### config.mk
export PLATFORM = sky130hd
export DESIGN_NAME = chnl_host_emu
export DESIGN_NICKNAME = d
export VERILOG_FILES = /design/src/rtl/chnl_host_pkg.sv /design/src/rtl/chnl_host_emu_pattern.sv /design/src/rtl/chnl_host_emu.sv
export SDC_FILE = /design/constraint.sdc
export NUM_CORES = 1
export LEC_CHECK = 0
export CELL_PAD_IN_SITES_DETAIL_PLACEMENT = 0
export CELL_PAD_IN_SITES_GLOBAL_PLACEMENT = 1
export CORE_AREA = 3 3 235 260
export CTS_CLUSTER_DIAMETER = 120
export DETAILED_ROUTE_END_ITERATION = 8
export DIE_AREA = 0 0 238 263
export GPL_TIMING_DRIVEN = 1
export HOLD_SLACK_MARGIN = 0.08
export MAX_ROUTING_LAYER = met4
export PLACE_DENSITY = 0.88
export SLEW_MARGIN = 20
export SYNTH_ARGS = -nofsm -noshare
export SYNTH_HDL_FRONTEND = slang
export SYNTH_HIERARCHICAL = 1
export SYNTH_SLANG_ARGS = --single-unit
### constraint.sdc
create_clock -name CLK -period 5.2 [get_ports CLK]
set_input_delay 0.52 -clock CLK [delete_from_list [all_inputs] [get_ports CLK]]
set_output_delay 0.52 -clock CLK [all_outputs]
set_load 0.005 [all_outputs]
### src/rtl/chnl_host_pkg.sv
// -----------------------------------------------------------------------------
// chnl_host_pkg
// Shared definitions for the RIFFA host-side channel emulator:
//   state_t        - transaction state machine encoding
//   WDOG_W         - watchdog counter width (used when CHNL_HOST_TIMEOUT_EN)
//   ERR_SAT        - saturation value of the error counter
//   wpb()          - 32-bit words per data beat for a given bus width
//   beats_for_len()- number of beats needed to carry a length in words
// -----------------------------------------------------------------------------
package chnl_host_pkg;

    typedef enum logic [2:0] {
        ST_IDLE,
        ST_RX_REQ,
        ST_RX_DATA,
        ST_TX_WAIT,
        ST_TX_ACK,
        ST_TX_DATA,
        ST_FINISH
    } state_t;

    localparam int         WDOG_W  = 16;
    localparam logic [7:0] ERR_SAT = 8'hFF;

    function automatic int unsigned wpb(input int unsigned data_width);
        return data_width / 32;
    endfunction

    // Ceiling division; the bus width is a power of two so this folds to a shift.
    function automatic logic [31:0] beats_for_len(input logic [31:0] len,
                                                  input int unsigned words_per_beat);
        logic [31:0] q;
        q = len / words_per_beat;
        if ((len % words_per_beat) != 0)
            q = q + 32'd1;
        return q;
    endfunction

endpackage

### src/rtl/chnl_host_emu_pattern.sv
// -----------------------------------------------------------------------------
// chnl_pattern_gen
// Arithmetic pattern generator. On i_load it latches start/step/direction; on
// each i_adv the current word moves by +/- step (mod 2^32). o_word is the
// current word plus a fixed offset.
// Ports:
//   i_clk, i_rst          clock, synchronous active-high reset
//   i_load                latch i_start/i_step/i_dec
//   i_start, i_step       first word, increment magnitude
//   i_dec                 1 = descending sequence
//   i_adv                 step to the next word
//   o_word                current word + P_OFFSET
// -----------------------------------------------------------------------------
module chnl_pattern_gen #(
    parameter logic [31:0] P_OFFSET = 32'd0
) (
    input  logic        i_clk,
    input  logic        i_rst,
    input  logic        i_load,
    input  logic [31:0] i_start,
    input  logic [31:0] i_step,
    input  logic        i_dec,
    input  logic        i_adv,
    output logic [31:0] o_word
);

    logic [31:0] r_word;
    logic [31:0] r_step;
    logic        r_dec;

    // NOTE: sequential state is assigned with <= so every register samples
    // the pre-edge values, independent of statement order.
    always_ff @(posedge i_clk) begin
        if (i_rst) begin
            r_word <= '0;
            r_step <= '0;
            r_dec  <= 1'b0;
        end else if (i_load) begin
            r_word <= i_start;
            r_step <= i_step;
            r_dec  <= i_dec;
        end else if (i_adv) begin
            r_word <= r_dec ? (r_word - r_step) : (r_word + r_step);
        end
    end

    assign o_word = r_word + P_OFFSET;

endmodule

### src/rtl/chnl_host_emu.sv
// -----------------------------------------------------------------------------
// chnl_host_emu
// Host-side emulator for a RIFFA channel. Pushes a generated pattern into the
// user engine (RX), accepts the engine's transmit (TX), and checks each
// returned word against pattern + EXP_OFFSET.
// Ports:
//   CLK, RST                 clock, synchronous active-high reset
//   START, PAT_*             one-cycle run request and pattern setup
//   CHNL_RX*                 RX transfer request/data toward the engine
//   CHNL_TX*                 TX request/data from the engine
//   BUSY, DONE, PASS         transaction status
//   ERR_CNT                  mismatched or extra beats (saturating)
//   TX_LEN_CAP               CHNL_TX_LEN captured at the TX request
//   TIMEOUT                  watchdog expiry (only with CHNL_HOST_TIMEOUT_EN)
// Build option: define CHNL_HOST_TIMEOUT_EN to add a 16-bit watchdog.
// -----------------------------------------------------------------------------
module chnl_host_emu
    import chnl_host_pkg::*;
#(
    parameter int C_PCI_DATA_WIDTH = 128,
    parameter int BUFF_SIZE        = 10,
    parameter int EXP_OFFSET       = 3
) (
    input  logic                        CLK,
    input  logic                        RST,
    input  logic                        START,
    input  logic [31:0]                 PAT_START,
    input  logic [31:0]                 PAT_STEP,
    input  logic                        PAT_DEC,
    output logic                        CHNL_RX,
    input  logic                        CHNL_RX_ACK,
    output logic                        CHNL_RX_LAST,
    output logic [31:0]                 CHNL_RX_LEN,
    output logic [30:0]                 CHNL_RX_OFF,
    output logic [C_PCI_DATA_WIDTH-1:0] CHNL_RX_DATA,
    output logic                        CHNL_RX_DATA_VALID,
    input  logic                        CHNL_RX_DATA_REN,
    input  logic                        CHNL_TX,
    output logic                        CHNL_TX_ACK,
    input  logic                        CHNL_TX_LAST,
    input  logic [31:0]                 CHNL_TX_LEN,
    input  logic [30:0]                 CHNL_TX_OFF,
    input  logic [C_PCI_DATA_WIDTH-1:0] CHNL_TX_DATA,
    input  logic                        CHNL_TX_DATA_VALID,
    output logic                        CHNL_TX_DATA_REN,
`ifdef CHNL_HOST_TIMEOUT_EN
    output logic                        TIMEOUT,
`endif
    output logic                        BUSY,
    output logic                        DONE,
    output logic                        PASS,
    output logic [7:0]                  ERR_CNT,
    output logic [31:0]                 TX_LEN_CAP
);

    localparam int unsigned WPB    = wpb(C_PCI_DATA_WIDTH);
    localparam logic [31:0] RX_LEN = 32'(BUFF_SIZE * WPB);
    localparam logic [31:0] BUFF_N = 32'(BUFF_SIZE);

    state_t                      r_state;
    logic                        r_rx;
    logic                        r_rx_last;
    logic [31:0]                 r_rx_len;
    logic [C_PCI_DATA_WIDTH-1:0] r_rx_data;
    logic                        r_rx_valid;
    logic                        r_tx_ack;
    logic                        r_tx_ren;
    logic                        r_busy;
    logic                        r_done;
    logic                        r_pass;
    logic [7:0]                  r_err_cnt;
    logic [31:0]                 r_tx_len_cap;
    logic [31:0]                 r_rx_cnt;
    logic [31:0]                 r_tx_cnt;
    logic [31:0]                 r_nb;
    logic                        r_timeout;

    logic        w_start;
    logic        w_rx_xfer;
    logic        w_tx_xfer;
    logic        w_rx_adv;
    logic        w_beat_bad;
    logic [31:0] w_rx_word;
    logic [31:0] w_tx_exp;
    logic        w_unused;

    assign w_start   = (r_state == ST_IDLE) && START;
    assign w_rx_xfer = r_rx_valid && CHNL_RX_DATA_REN;
    assign w_tx_xfer = r_tx_ren && CHNL_TX_DATA_VALID;
    // The RX generator runs one word ahead of CHNL_RX_DATA: word 0 is loaded
    // into the data register on ACK, so the generator moves on at that point.
    assign w_rx_adv  = ((r_state == ST_RX_REQ) && CHNL_RX_ACK) || w_rx_xfer;
    assign w_beat_bad = (r_tx_cnt >= BUFF_N) ||
                        (CHNL_TX_DATA != C_PCI_DATA_WIDTH'(w_tx_exp));
    assign w_unused  = &{1'b0, CHNL_TX_LAST, CHNL_TX_OFF};

    chnl_pattern_gen #(.P_OFFSET(32'd0)) u_rx_gen (
        .i_clk   (CLK),
        .i_rst   (RST),
        .i_load  (w_start),
        .i_start (PAT_START),
        .i_step  (PAT_STEP),
        .i_dec   (PAT_DEC),
        .i_adv   (w_rx_adv),
        .o_word  (w_rx_word)
    );

    chnl_pattern_gen #(.P_OFFSET(32'(EXP_OFFSET))) u_tx_gen (
        .i_clk   (CLK),
        .i_rst   (RST),
        .i_load  (w_start),
        .i_start (PAT_START),
        .i_step  (PAT_STEP),
        .i_dec   (PAT_DEC),
        .i_adv   (w_tx_xfer),
        .o_word  (w_tx_exp)
    );

`ifdef CHNL_HOST_TIMEOUT_EN
    logic [WDOG_W-1:0] r_wdog;
    logic              w_watched;
    logic              w_progress;

    always_comb begin
        w_watched  = 1'b0;
        w_progress = 1'b0;
        case (r_state)
            ST_RX_REQ:  begin w_watched = 1'b1; w_progress = CHNL_RX_ACK; end
            ST_RX_DATA: begin w_watched = 1'b1; w_progress = w_rx_xfer; end
            ST_TX_WAIT: begin w_watched = 1'b1; w_progress = CHNL_TX; end
            ST_TX_DATA: begin w_watched = 1'b1; w_progress = w_tx_xfer || (r_tx_cnt == r_nb); end
            default:    ;
        endcase
    end
`endif

    always_ff @(posedge CLK) begin
        if (RST) begin
            r_state      <= ST_IDLE;
            r_rx         <= 1'b0;
            r_rx_last    <= 1'b0;
            r_rx_len     <= '0;
            r_rx_data    <= '0;
            r_rx_valid   <= 1'b0;
            r_tx_ack     <= 1'b0;
            r_tx_ren     <= 1'b0;
            r_busy       <= 1'b0;
            r_done       <= 1'b0;
            r_pass       <= 1'b0;
            r_err_cnt    <= '0;
            r_tx_len_cap <= '0;
            r_rx_cnt     <= '0;
            r_tx_cnt     <= '0;
            r_nb         <= '0;
            r_timeout    <= 1'b0;
`ifdef CHNL_HOST_TIMEOUT_EN
            r_wdog       <= '0;
`endif
        end else begin
            r_done <= 1'b0;
            case (r_state)
                ST_IDLE: begin
                    if (START) begin
                        r_state   <= ST_RX_REQ;
                        r_busy    <= 1'b1;
                        r_pass    <= 1'b0;
                        r_err_cnt <= '0;
                        r_timeout <= 1'b0;
                        r_rx      <= 1'b1;
                        r_rx_last <= 1'b1;
                        r_rx_len  <= RX_LEN;
                        r_rx_cnt  <= '0;
                        r_tx_cnt  <= '0;
                        r_nb      <= '0;
                    end
                end
                ST_RX_REQ: begin
                    if (CHNL_RX_ACK) begin
                        r_state    <= ST_RX_DATA;
                        r_rx_valid <= 1'b1;
                        r_rx_data  <= C_PCI_DATA_WIDTH'(w_rx_word);
                    end
                end
                ST_RX_DATA: begin
                    if (w_rx_xfer) begin
                        if (r_rx_cnt == BUFF_N - 32'd1) begin
                            r_state    <= ST_TX_WAIT;
                            r_rx       <= 1'b0;
                            r_rx_last  <= 1'b0;
                            r_rx_len   <= '0;
                            r_rx_data  <= '0;
                            r_rx_valid <= 1'b0;
                        end else begin
                            r_rx_cnt  <= r_rx_cnt + 32'd1;
                            r_rx_data <= C_PCI_DATA_WIDTH'(w_rx_word);
                        end
                    end
                end
                ST_TX_WAIT: begin
                    if (CHNL_TX) begin
                        r_state      <= ST_TX_ACK;
                        r_tx_len_cap <= CHNL_TX_LEN;
                        r_nb         <= beats_for_len(CHNL_TX_LEN, WPB);
                        r_tx_ack     <= 1'b1;
                    end
                end
                ST_TX_ACK: begin
                    r_state  <= ST_TX_DATA;
                    r_tx_ack <= 1'b0;
                    r_tx_ren <= (r_nb != '0);
                end
                ST_TX_DATA: begin
                    if (r_tx_cnt == r_nb) begin
                        // Only reachable with an empty data phase.
                        r_state  <= ST_FINISH;
                        r_tx_ren <= 1'b0;
                    end else if (w_tx_xfer) begin
                        if (w_beat_bad && (r_err_cnt != ERR_SAT))
                            r_err_cnt <= r_err_cnt + 8'd1;
                        r_tx_cnt <= r_tx_cnt + 32'd1;
                        if (r_tx_cnt + 32'd1 == r_nb) begin
                            r_state  <= ST_FINISH;
                            r_tx_ren <= 1'b0;
                        end
                    end
                end
                ST_FINISH: begin
                    r_state <= ST_IDLE;
                    r_busy  <= 1'b0;
                    r_done  <= 1'b1;
                    r_pass  <= (r_err_cnt == '0) && (r_nb == BUFF_N) && !r_timeout;
                end
                default: r_state <= ST_IDLE;
            endcase

`ifdef CHNL_HOST_TIMEOUT_EN
            // NOTE: these assignments come after the case so that, being the
            // last non-blocking write to each register, they win over it.
            if (w_watched && (r_wdog == '1)) begin
                r_state    <= ST_FINISH;
                r_timeout  <= 1'b1;
                r_rx       <= 1'b0;
                r_rx_last  <= 1'b0;
                r_rx_len   <= '0;
                r_rx_data  <= '0;
                r_rx_valid <= 1'b0;
                r_tx_ren   <= 1'b0;
                r_wdog     <= '0;
            end else if (w_watched && !w_progress) begin
                r_wdog <= r_wdog + 1'b1;
            end else begin
                r_wdog <= '0;
            end
`endif
        end
    end

    assign CHNL_RX            = r_rx;
    assign CHNL_RX_LAST       = r_rx_last;
    assign CHNL_RX_LEN        = r_rx_len;
    assign CHNL_RX_OFF        = '0;
    assign CHNL_RX_DATA       = r_rx_data;
    assign CHNL_RX_DATA_VALID = r_rx_valid;
    assign CHNL_TX_ACK        = r_tx_ack;
    assign CHNL_TX_DATA_REN   = r_tx_ren;
    assign BUSY               = r_busy;
    assign DONE               = r_done;
    assign PASS               = r_pass;
    assign ERR_CNT            = r_err_cnt;
    assign TX_LEN_CAP         = r_tx_len_cap;
`ifdef CHNL_HOST_TIMEOUT_EN
    assign TIMEOUT            = r_timeout;
`else
    logic w_unused_timeout;
    assign w_unused_timeout = r_timeout;
`endif

endmodule

Word-level counts from Yosys, hierarchy flattened
Index checks and enable logic that the tools add are counted.
{"block": "op_classes", "addsub": 9, "order_cmp": 1, "eq_ne": 23, "reduce_logical": 33, "muxes": 54}
{"op": "$mux 32", "count": 16}
{"op": "$mux 128", "count": 2}
{"op": "$pmux 128 s2", "count": 1}
{"op": "$pmux 32 s2", "count": 4}
{"op": "$ne 128x32->1", "count": 1}
{"op": "$add 32x1->32 const B", "count": 2}
{"op": "$add 32x32->32", "count": 2}
{"op": "$eq 32x32->1", "count": 2}
{"op": "$eq 32x4->1 const B", "count": 2}
{"op": "$reduce_bool 32->1", "count": 2}
{"op": "$sub 32x32->32", "count": 2}
{"op": "$add 32x2->32 const B", "count": 1}
{"op": "$ge 32x4->1 const B", "count": 1}
{"op": "$mux 8", "count": 4}
{"op": "$add 30x1->31 const B", "count": 1}
{"op": "$mux 31", "count": 1}
{"op": "$mux 3", "count": 8}
{"op": "$pmux 3 s6", "count": 1}
{"op": "$reduce_bool 2->1", "count": 9}
{"op": "$ne 2x2->1 const B", "count": 8}
{"op": "$pmux 8 s2", "count": 1}
{"op": "$reduce_and 4->1", "count": 4}
{"op": "$pmux 1 s2", "count": 6}
{"op": "$mux 1", "count": 10}
{"op": "16 further kinds", "count": 29}
{"block": "word_totals", "output_inout_bits": 239, "ff_bits": 403, "wordCells": 139, "inputBits": 264}

Logic depth before layout (Yosys ltp)
Gate-level depths: netlist of the first run.
{"block": "logic_depth", "depth_word": 8, "depth_mapped": 19, "ltp_nobuf": 19}

Hierarchy
Netlist of the first run, hierarchy kept.
{"module": "chnl_host_emu", "n_inst": 1, "cells_each": 1453, "seq_area_each_um2": 3543.4, "area_per_inst_um2": 11090.6}
{"module": "chnl_pattern_gen at u_tx_gen", "n_inst": 1, "cells_each": 705, "seq_area_each_um2": 1301.2, "area_per_inst_um2": 5476.5}
{"module": "chnl_pattern_gen at u_rx_gen", "n_inst": 1, "cells_each": 632, "seq_area_each_um2": 1301.2, "area_per_inst_um2": 4996.0}

Least setup slack after synthesis of the first run
OpenSTA, ideal clock, no wires.
{"block": "synth_timing", "path_kind": "register to register", "start": "reg u_rx_gen.r_step[2]", "end": "reg u_rx_gen.r_word[29]", "path_stages_with_launch": 17, "t_required_ns": 5.062, "path_buffers": 0, "arrival_time_ns": 3.642, "slack_ns": 1.420, "period_less_slack_ns": 3.780, "setup_ns": 0.138, "path_cell_list": "dfxtp_1 > or4_4 > nor2_4 > and2_2 > nand2_1 > nor4_1 > a21oi_1 > xnor2_1 > ha_1 > and2_1 > a221oi_1 > o21ai_0 > a31oi_1 > nand2_1 > o21ai_0 > xor2_1 > o221ai_1"}
{"block": "synth_via", "elab_chain_cells": 4, "word_cells_on_any_way": 5, "cone_classes": "2 x add/sub; 3 x mux"}
{"element": "start: declaration", "line": "chnl_host_emu_pattern.sv:28", "rtl": "logic [31:0] r_step;"}
{"element": "start signal: assignment", "line": "chnl_host_emu_pattern.sv:40", "rtl": "r_step <= i_step;"}
{"element": "$add 32x32->32 or $sub 32x32->32 (tied branches)", "line": "chnl_host_emu_pattern.sv:43", "rtl": "r_word <= r_dec ? (r_word - r_step) : (r_word + r_step);"}
{"element": "$mux 32 (*)", "line": "chnl_host_emu_pattern.sv:43"}
{"element": "$mux 32 (*)", "line": "chnl_host_emu_pattern.sv:42", "rtl": "end else if (i_adv) begin"}
{"element": "$mux 32 (*)", "line": "chnl_host_emu_pattern.sv:38", "rtl": "end else if (i_load) begin"}
{"element": "end signal: assignment", "line": "chnl_host_emu_pattern.sv:39", "rtl": "r_word <= i_start;"}
{"element": "end signal: assignment", "line": "chnl_host_emu_pattern.sv:43"}
{"element": "end: declaration", "line": "chnl_host_emu_pattern.sv:27", "rtl": "logic [31:0] r_word;"}
Every way passes the cells marked *; elsewhere a longest branch is shown, timed or not. The select of a mux whose other input is x is not followed.
A chain may end at the register's enable or synchronous reset.

Final worst setup path of the first run
Same ends and word-level chain as after synthesis.

==> results.md, run 1 <==
- Layout cells sized above 1: 4.68%
- Worst-Margin Slew: 1.04 ns
- Post-cts sizing count: 0
- CTS tree: built
- Most numerous cell in the Yosys netlist: nor2_1
- Endpoints failing setup: 0
- Power Internal: 0.00519 W
- Slew HR: 29.9%
- Worst path slowest cell: nor4_1
- Status: complete, no violations
- Slowest stage delay, CP: 0.62 ns
- Setup TNS: 0 ns
- Non-filler cells, final: 3813
- Crit end category: register
- Peak Freq: 0.222 GHz
- WL final: 70100 um
- Fillers: 5985
- Syn. warnings: 6
- Flop pwr share: 33.8%
- Via count: 20.2k
- Worst min path class: register to register
- RSZ-0062 raised after global routing: no
- Initial Util: 36.8%
- P per Cell Area: 307 mW/mm^2
- Antenna violations before repair: 19
- Sequential element share of the synthesized area: 28.5%
- Antenna Nets Post-Route: 0
- Synth cell count leaders: 308 x nor2_1, 307 x dfxtp_1, 279 x a21oi_1
- DR iter-0 viols: 1250
- Sw Share: 34.7%
- Vias in the first global route: 18.7k
- Placed wire-length estimate: 54100 um
- Synth-to-Final Area Change: 19.9%
- Via density per instance: 5.29
- Root Buffer: clkbuf_16
- Cell area after synthesis: 0.0216 mm^2
- Worst-path clk slew: 0.06 ns
- Clk_lat worst skew: 0.57 ns
- Die width: 238 um
- Largest net degree at the start of global routing: 112
- Leak pwr: 9.62 nW
- Worst-path fanout max: 6
- Fin. max-slew vios: 0
- Final #Nets: 3347
- Crit Path Class: register to register
- Total track usage: 22.0%
- Syn_area_per_cell: 7.73 um^2
- Number of synthesized flops with an enable pin: 0
- FP Rows: 93
- Switching Power: 0.00275 W
- Yosys top cell by area: dfxtp_1
- Fin crit share: 86.6%
- Share of total power in combinational logic: 33.3%
- Placer congestion estimate: 0.955
- Die ar.: 0.0626 mm^2
- Clock period minus worst slack: 4.51 ns
- FF+latch count, synth: 307
- Post-Place Cells: 3730
- # IOs: 503
- CP Cell Sequence: or4_4, nor2_4, and2_2, nand2_1, nor4_1, a21oi_1, xnor2_1, ha_1, and2_1, a221oi_1, o21ai_0, a31oi_1, nand2_1, o21ai_0, xor2_1, o221ai_1
- Worst EP required: 5.62 ns
- Clock Power Share: 32.8%
- Gr ovfl total: 0
- Async SR Flop Fraction: 0%
- Peak VDD IR: 0.211 mV
- Clock sinks: 307
- Mapped Cells: 2790
- Initial DRT Pass Iterations: 6
- CTS Buf Count: 37
- CTS Buffer Depth: 3
- Synth unique cells: 106
- Max-Cap Viols: 0
- Final hold vios: 0
- Critical Path AT: 4.92 ns
- Post-CTS Setup Inserts: 0
- Cts hold-fix bufs: 0
- Core Area: 0.0585 mm^2
- Die Y: 263 um
- Skew final: 0.0203 ns
- First-pass GRT wire length: 107000 um
- Wirelength per Cell: 18.4 um
- Number of H-tree levels: 2
- Area contributors post-synth: dfxtp_1 29%, xnor2_1 7.4%, a21oi_1 6.5%
- DRC: 0
- Number of buffers added on ports: 313
- Most used DFF post-synth: dfxtp_1
- Hold_ws: 0.447 ns
- Critical Path Start Type: register
- Yosys top cell area share: 28.5%
layer usage:
layer	wire (um)	GRT usage, %	vias up
met5	0	-	-
met1	28700	25.9	9347
met4	2550	7.98	0
met2	34200	36.8	605
met3	4630	4.87	128
li1	-	-	10104
power by group through the flow:
stage	Combinational, W	Clock, W	Sequential [W]
floorplan	0.00205	0	0.00267
global placement	0.00261	0	0.00274
detailed placement	0.00262	0	0.00274
CTS	0.00264	0.00267	0.00269
global route	0.00293	0.00276	0.00271
finish	0.00265	0.00261	0.00269
worst max-delay path: cells and delay by family (launching register included):
family	cells	cell delay, ns
flops	1	0.36
fa+ha+maj	1	0.34
simple gates	7	1.89
compound gates	6	1.34
xor+xnor	2	0.42
placed cells by master (no fill, tap or decap), types with 29 or more instances in the layout:
master             n
a31oi_1           29
mux2i_1           89
xnor2_1          183
xor2_1            66
ha_1              72
nand2_1          214
nor4_1            75
nor2_1           305
o21ai_0           88
nand3_1           95
or3_1             34
nor3_1            64
clkbuf_16         37
inv_1             87
a211oi_1          29
dfxtp_1          307
a21oi_1          279
clkdlybuf4s50_1  312
and3_1            42
conb_1           157
nand4_1           68
sequential cells by signal (all words and copies together) (netlist names):
signal	count
r_tx_cnt	32
u_tx_gen/r_step	32
ERR_CNT	8
CHNL_TX_DATA_REN	1
r_nb	31
CHNL_RX_DATA	32
r_rx_cnt	32
CHNL_RX_DATA_VALID	1
u_rx_gen/r_word	32
CHNL_RX_LEN	1
TX_LEN_CAP	32
u_tx_gen/r_dec	1
BUSY	1
CHNL_TX_ACK	1
r_state	3
u_tx_gen/r_word	32
u_rx_gen/r_step	32
PASS	1
DONE	1
u_rx_gen/r_dec	1
per-stage QoR:
step | instance area (um^2) | util [%] | total power (W) | setup WS, ns
after floorplan | 22100 | - | 0.00471 | 1.42
after CTS | 25800 | 44.1 | 0.00800 | 0.709
after global routing | 25900 | 44.2 | 0.00840 | 0.319
after global placement | 24600 | 42.0 | 0.00535 | 0.810
after detailed placement | 24600 | 42.0 | 0.00536 | 0.733
final | 25900 | 44.2 | 0.00795 | 0.694
path summary, 6_finish.rpt:
path | from | end | slack, ns | depth (start not counted)
setup / recovery | u_rx_gen/r_step[2] | u_rx_gen/r_word[29] | 0.69 | 16
setup reg to reg | u_rx_gen/r_step[2] | u_rx_gen/r_word[29] | 0.69 | 16
hold reg to reg | CHNL_RX_DATA[20] | CHNL_RX_DATA[20] | 0.45 | 2
hold / removal | CHNL_RX_DATA[20] | CHNL_RX_DATA[20] | 0.45 | 2
logic make-up after synthesis:
kind of cell,after synthesis,share of synthesized area [%]
AO/OA/AOI/OAI,624,18.2
XOR/XNOR,250,10.2
adder cells (fa/ha/maj),74,4.36
buffers and inverters,401,10.1
flip-flops,307,28.5
multiplexers,92,4.29
other,1,0.0174
AND/OR/NAND/NOR,1041,24.3
final cells by class:
cell class	instances	area, um^2	area share (%)
timing repair buffer	336	3310	12.8
sequential	307	6150	23.8
clock buffer	54	1110	4.29
clock inverter	10	97.6	0.378
multi-input combinational	2238	13900	53.6
tap	760	951	3.68
inverter	89	339	1.31
antenna	19	47.5	0.184
No activity file was read; power rests on OpenSTA's default activity.
==> run 2: changes to the inputs <==
- SLEW_MARGIN: 20 -> default
==> results.md, run 2 (synthesis gave the netlist of run 1 again) <==
- Peak VDD IR: 0.210 mV (was 0.211 mV)
- Synth-to-Final Area Change: 19.9% (about the same)
- Most common cell after layout, fill and taps aside: clkdlybuf4s50_1 (unchanged)
- Clock period minus worst slack: 4.54 ns (was 4.51 ns)
- Antenna Nets Post-Route: 0 (unchanged)
- Slew HR: 23.2% (was 29.9%)
- Clock sinks: 307 (unchanged)
- Peak Freq: 0.220 GHz (was 0.222 GHz)
- CTS Buffer Depth: 3 (unchanged)
- Fin crit share: 87.3% (was 86.6%)
- Worst-path clk slew: 0.06 ns (about the same)
- CTS Buf Count: 37 (unchanged)
- Number of buffers added on ports: 313 (unchanged)
- Via density per instance: 5.31 (was 5.29)
- Final #Nets: 3347 (unchanged)
- Post-cts sizing count: 0 (unchanged)
- Placer congestion estimate: 0.955 (unchanged)
- Wirelength per Cell: 18.4 um (about the same)
- Number of H-tree levels: 2 (unchanged)
- Crit Path Class: register to register (unchanged)
- Placed wire-length estimate: 54100 um (unchanged)
- Worst EP required: 5.62 ns (about the same)
- Setup TNS: 0 ns (unchanged)
- Clk_lat worst skew: 0.57 ns (about the same)
- Die ar.: 0.0626 mm^2 (unchanged)
- Core Area: 0.0585 mm^2 (unchanged)
- Skew final: 0.0198 ns (was 0.0203 ns)
- DRC: 0 (unchanged)
- Antenna violations before repair: 19 (unchanged)
- Initial Util: 36.8% (unchanged)
- Cts hold-fix bufs: 0 (unchanged)
- RSZ-0062 raised after global routing: no (unchanged)
- Max-Cap Viols: 0 (unchanged)
- Hold_ws: 0.447 ns (about the same)
- Initial DRT Pass Iterations: 6 (unchanged)
- Endpoints failing setup: 0 (unchanged)
- # IOs: 503 (unchanged)
- CTS tree: built (unchanged)
- Worst-Margin Slew: 1.15 ns (was 1.04 ns)
- Final hold vios: 0 (unchanged)
- Worst min path class: register to register (unchanged)
- Critical Path Start Type: register (unchanged)
- Most frequent cells in the layout: 312 x clkdlybuf4s50_1, 307 x dfxtp_1, 305 x nor2_1 (unchanged)
- P per Cell Area: 307 mW/mm^2 (about the same)
- Crit end category: register (unchanged)
- Leak pwr: 9.62 nW (about the same)
- Vias in the first global route: 18.7k (unchanged)
- WL final: 70200 um (was 70100 um)
- Gr ovfl total: 0 (unchanged)
- Die width: 238 um (unchanged)
- Status: complete, no violations (unchanged)
- Critical Path AT: 4.96 ns (was 4.92 ns)
- Die Y: 263 um (unchanged)
- Total track usage: 22.0% (unchanged)
- Largest net degree at the start of global routing: 112 (unchanged)
- FP Rows: 93 (unchanged)
- Root Buffer: clkbuf_16 (unchanged)
- Layout cells sized above 1: 4.68% (unchanged)
- DR iter-0 viols: 1414 (was 1250)
- Worst-path fanout max: 6 (unchanged)
- Fin. max-slew vios: 0 (unchanged)
- Post-CTS Setup Inserts: 0 (unchanged)
- First-pass GRT wire length: 107000 um (unchanged)
- Via count: 20.2k (about the same)
run 2: cell count changes in the layout (fill, tap and decap cells not counted):
| cell | before | now |
|---|---|---|
| nor2_2 | 1 | 2 |
| nor2_4 | 3 | 2 |
run 2: critical path, stage by stage, from the launching register on:
cell      delay, ns
dfxtp_1        0.36
or4_4          0.59
nor2_4         0.14
and2_2         0.17
nand2_1        0.10
nor4_1         0.64
a21oi_1        0.18
xnor2_1        0.24
ha_1           0.34
and2_1         0.20
a221oi_1       0.48
o21ai_0        0.14
a31oi_1        0.25
nand2_1        0.07
o21ai_0        0.19
xor2_1         0.18
o221ai_1       0.12
run 2: path summary, 6_finish.rpt:
| kind | to | depth (start not counted) | slack (ns) | start |
|---|---|---|---|---|
| max | u_rx_gen/r_word[29] | 16 | 0.66 | u_rx_gen/r_step[2] |
| min | CHNL_RX_DATA[20] | 2 | 0.45 | CHNL_RX_DATA[20] |
| max reg2reg | u_rx_gen/r_word[29] | 16 | 0.66 | u_rx_gen/r_step[2] |
| min reg2reg | CHNL_RX_DATA[20] | 2 | 0.45 | CHNL_RX_DATA[20] |
run 2: cell type report:
type / instances / area [um^2]
diodes: 19 / 47.5
repair buffers: 336 / 3310
flip-flops and latches: 307 / 6150
clock buffers: 54 / 1110
well taps: 760 / 951
multi-input cells: 2238 / 13800
fillers: 5983 / 32700
inverters: 89 / 339
clock inverters: 10 / 97.6
run 2: metal layers:
layer | global-route usage, % | up-vias | wire (um)
met3 | 4.87 | 132 | 4640
li1 | - | 10094 | -
met2 | 36.8 | 641 | 34200
met1 | 25.9 | 9376 | 28800
met5 | - | - | 0
met4 | 7.98 | 0 | 2550
run 2: through the flow:
step	cell area, um^2	setup slack, ns	total power, W	std cells	util, %
after floorplan	22100	1.42	0.00471	2946	-
after global placement	24600	0.810	0.00535	3730	42.0
final	25800	0.661	0.00795	3813	44.2
after CTS	25800	0.709	0.00800	3794	44.1
after detailed placement	24600	0.733	0.00536	3730	42.0
after global routing	25800	0.319	0.00840	3813	44.2
run 2: power breakdown:
part / switching (W) / internal (W)
clock: 0.00108 / 0.00153
sequential: 0.000190 / 0.00250
combinational: 0.00149 / 0.00116
total: 0.00275 / 0.00519
==> run 3: changes to the inputs <==
- CORE_AREA: 3 3 235 260 -> 3 3 224 248
- DIE_AREA: 0 0 238 263 -> 0 0 227 251
- SETUP_SLACK_MARGIN: default -> 0.5
- SYNTH_HIERARCHICAL: 1 -> default
==> results.md, run 3 <==
- Status: complete, no violations (unchanged)
- Core Area: 0.0533 mm^2 (was 0.0585 mm^2)
- Gr ovfl total: 0 (unchanged)
- Layout cells sized above 1: 4.10% (was 4.68%)
- Worst-path fanout max: 6 (unchanged)
- Via density per instance: 5.48 (was 5.31)
- Fin crit share: 86.1% (was 87.3%)
- Most common cell after layout, fill and taps aside: clkdlybuf4s50_1 (unchanged)
- Largest net degree at the start of global routing: 111 (was 112)
- DR iter-0 viols: 1475 (was 1414)
- Via count: 18.7k (was 20.2k)
- Slew HR: 19.7% (was 23.2%)
- Max-Cap Viols: 0 (unchanged)
- FP Rows: 89 (was 93)
- CTS Buffer Depth: 3 (unchanged)
- Initial Util: 35.7% (was 36.8%)
- Number of synthesized flops with an enable pin: 0 (unchanged)
- Syn_area_per_cell: 7.66 um^2 (was 7.73 um^2)
- Root Buffer: clkbuf_16 (unchanged)
- Placed wire-length estimate: 48300 um (was 54100 um)
- FF+latch count, synth: 274 (was 307)
- Most numerous cell in the Yosys netlist: nand2_1 (was nor2_1)
- Number of buffers added on ports: 313 (unchanged)
- Area of the multi-input gates: 0.0123 mm^2 (was 0.0138 mm^2)
- Worst-Margin Slew: 1.20 ns (was 1.15 ns)
- Die width: 227 um (was 238 um)
- Final hold vios: 0 (unchanged)
- Synth cell count leaders: 280 x nand2_1, 274 x dfxtp_1, 222 x nor2_1 (was 308 x nor2_1, 307 x dfxtp_1, 279 x a21oi_1)
- Clk_lat worst skew: 0.58 ns (was 0.57 ns)
- WL final: 63700 um (was 70200 um)
- Die Y: 251 um (was 263 um)
- Hold_ws: 0.451 ns (was 0.447 ns)
- CTS tree: built (unchanged)
- First-pass GRT wire length: 96000 um (was 107000 um)
- WHS Path Cells: 2 (unchanged)
- Async SR Flop Fraction: 0% (unchanged)
- Post-Place Cells: 3363 (was 3730)
- Leak pwr: 8.62 nW (was 9.62 nW)
- CTS Buf Count: 31 (was 37)
- Non-filler cells, final: 3418 (was 3813)
- Peak VDD IR: 0.235 mV (was 0.210 mV)
- Die ar.: 0.0570 mm^2 (was 0.0626 mm^2)
- Antenna Nets Post-Route: 0 (unchanged)
- Number of H-tree levels: 1 (was 2)
- Most used DFF post-synth: dfxtp_1 (unchanged)
- Yosys top cell by area: dfxtp_1 (unchanged)
- Placer congestion estimate: 0.944 (was 0.955)
- Worst min path class: register to register (unchanged)
- Setup TNS: 0 ns (unchanged)
- Wirelength per Cell: 18.6 um (was 18.4 um)
- Syn. warnings: 0 (was 6)
- Antenna violations before repair: 1 (was 19)
- DRC: 0 (unchanged)
- Total track usage: 21.5% (was 22.0%)
- Sequential element share of the synthesized area: 28.8% (was 28.5%)
- Critical Path AT: 4.92 ns (was 4.96 ns)
- Worst-path clk slew: 0.07 ns (was 0.06 ns)
- Vias in the first global route: 17.4k (was 18.7k)
- Crit Path Class: register to register (unchanged)
- P per Cell Area: 413 mW/mm^2 (was 307 mW/mm^2)
- Fillers: 5336 (was 5983)
- Mapped Cells: 2485 (was 2790)
- Yosys top cell area share: 28.8% (was 28.5%)
- Fin. max-slew vios: 0 (unchanged)
- Reg2Reg Depth: 16 (unchanged)
- Register area: 0.00549 mm^2 (was 0.00615 mm^2)
- Synth-to-Final Area Change: 21.5% (was 19.9%)
- Peak Freq: 0.223 GHz (was 0.220 GHz)
- Endpoints failing setup: 0 (unchanged)
- Area contributors post-synth: dfxtp_1 29%, xnor2_1 6.9%, buf_4 6.4% (was dfxtp_1 29%, xnor2_1 7.4%, a21oi_1 6.5%)
- Cell area after synthesis: 0.0190 mm^2 (was 0.0216 mm^2)
- Cts hold-fix bufs: 0 (unchanged)
- Clock sinks: 274 (was 307)
- Critical Path Start Type: register (unchanged)
- Worst EP required: 5.65 ns (was 5.62 ns)
- Most frequent cells in the layout: 312 x clkdlybuf4s50_1, 280 x nand2_1, 274 x dfxtp_1 (was 312 x clkdlybuf4s50_1, 307 x dfxtp_1, 305 x nor2_1)
- Initial DRT Pass Iterations: 8 (was 6)
- Crit end category: register (unchanged)
- # IOs: 503 (unchanged)
- Clock period minus worst slack: 4.48 ns (was 4.54 ns)
- RSZ-0062 raised after global routing: yes (was no)
- Synth unique cells: 81 (was 106)
- Final #Nets: 3053 (was 3347)
- Skew final: 0.0205 ns (was 0.0198 ns)
-- run 3: stage by stage --
stage | total power, W | utilization [%] | area [um^2] | setup slack [ns]
after global routing | 0.0102 | 43.3 | 23100 | 0.476
after global placement | 0.00720 | 41.3 | 22000 | 0.515
after CTS | 0.00949 | 43.2 | 23000 | 0.571
after detailed placement | 0.00729 | 41.3 | 22000 | 0.484
after floorplan | 0.00611 | - | 19600 | 1.04
final | 0.00954 | 43.3 | 23100 | 0.724
-- run 3: worst max-delay path, cell delays in order (launching register included) --
cell	delay (ns)
dfxtp_1	0.37
or4_1	0.61
buf_4	0.20
nor4_4	0.43
and2_1	0.25
a21oi_1	0.12
xnor2_2	0.23
ha_1	0.33
a21o_1	0.22
a21o_1	0.19
nor3_1	0.22
o2111ai_1	0.18
a31oi_1	0.29
o21ai_0	0.20
o31ai_1	0.27
xor2_1	0.18
a211oi_1	0.08
-- run 3: final timing paths --
path / startpoint / endpoint / slack, ns
setup / recovery: u_rx_gen.r_step[2] / u_tx_gen.r_word[30] / 0.72
hold / removal: TX_LEN_CAP[21] / TX_LEN_CAP[21] / 0.45
setup reg to reg: u_rx_gen.r_step[2] / u_tx_gen.r_word[30] / 0.72
hold reg to reg: TX_LEN_CAP[21] / TX_LEN_CAP[21] / 0.45
-- run 3: area by class of cell --
cell class	count	area share, %
Multi-Input combinational cell	2028	53.4
Sequential cell	274	23.7
Clock buffer	44	3.83
Tap cell	682	3.69
Timing Repair Buffer	331	14.1
Antenna cell	1	0.0108
Clock inverter	8	0.406
Inverter	50	0.812
-- run 3: report_power, final --
part	switching, W	total (W)	internal (W)
sequential	0.000393	0.00275	0.00235
clock	0.000905	0.00217	0.00127
combinational	0.00272	0.00463	0.00191
-- run 3: logic make-up after synthesis --
family / share of synthesized area, %
and+or+nand+nor: 25.2
AOI/OAI and AO/OA: 20.3
buffers and inverters: 9.95
DFF: 28.8
xor gates and xnor gates: 10.3
adders and majority gates: 4.88
muxes: 0.480
other: 0.0197
-- run 3: metal layers --
layer | track usage (%) | up-vias | routed length [um] | part of all wire [%]
met1 | 27.8 | 8837 | 28000 | 44
met2 | 35.4 | 695 | 30000 | 47
met3 | 2.83 | 93 | 4200 | 6.6
met4 | 5.54 | 0 | 1530 | 2.4
met5 | - | - | 0 | 0
li1 | - | 9093 | - | -
-- run 3: what timing repair did --
| action | in CTS | in global routing |
|---|---|---|
| pin swaps | 0 | 1 |
| endpoints found under the setup margin | 3 | 10 |
| buffers inserted | 0 | 2 |
| gates resized for setup | 2 | 12 |
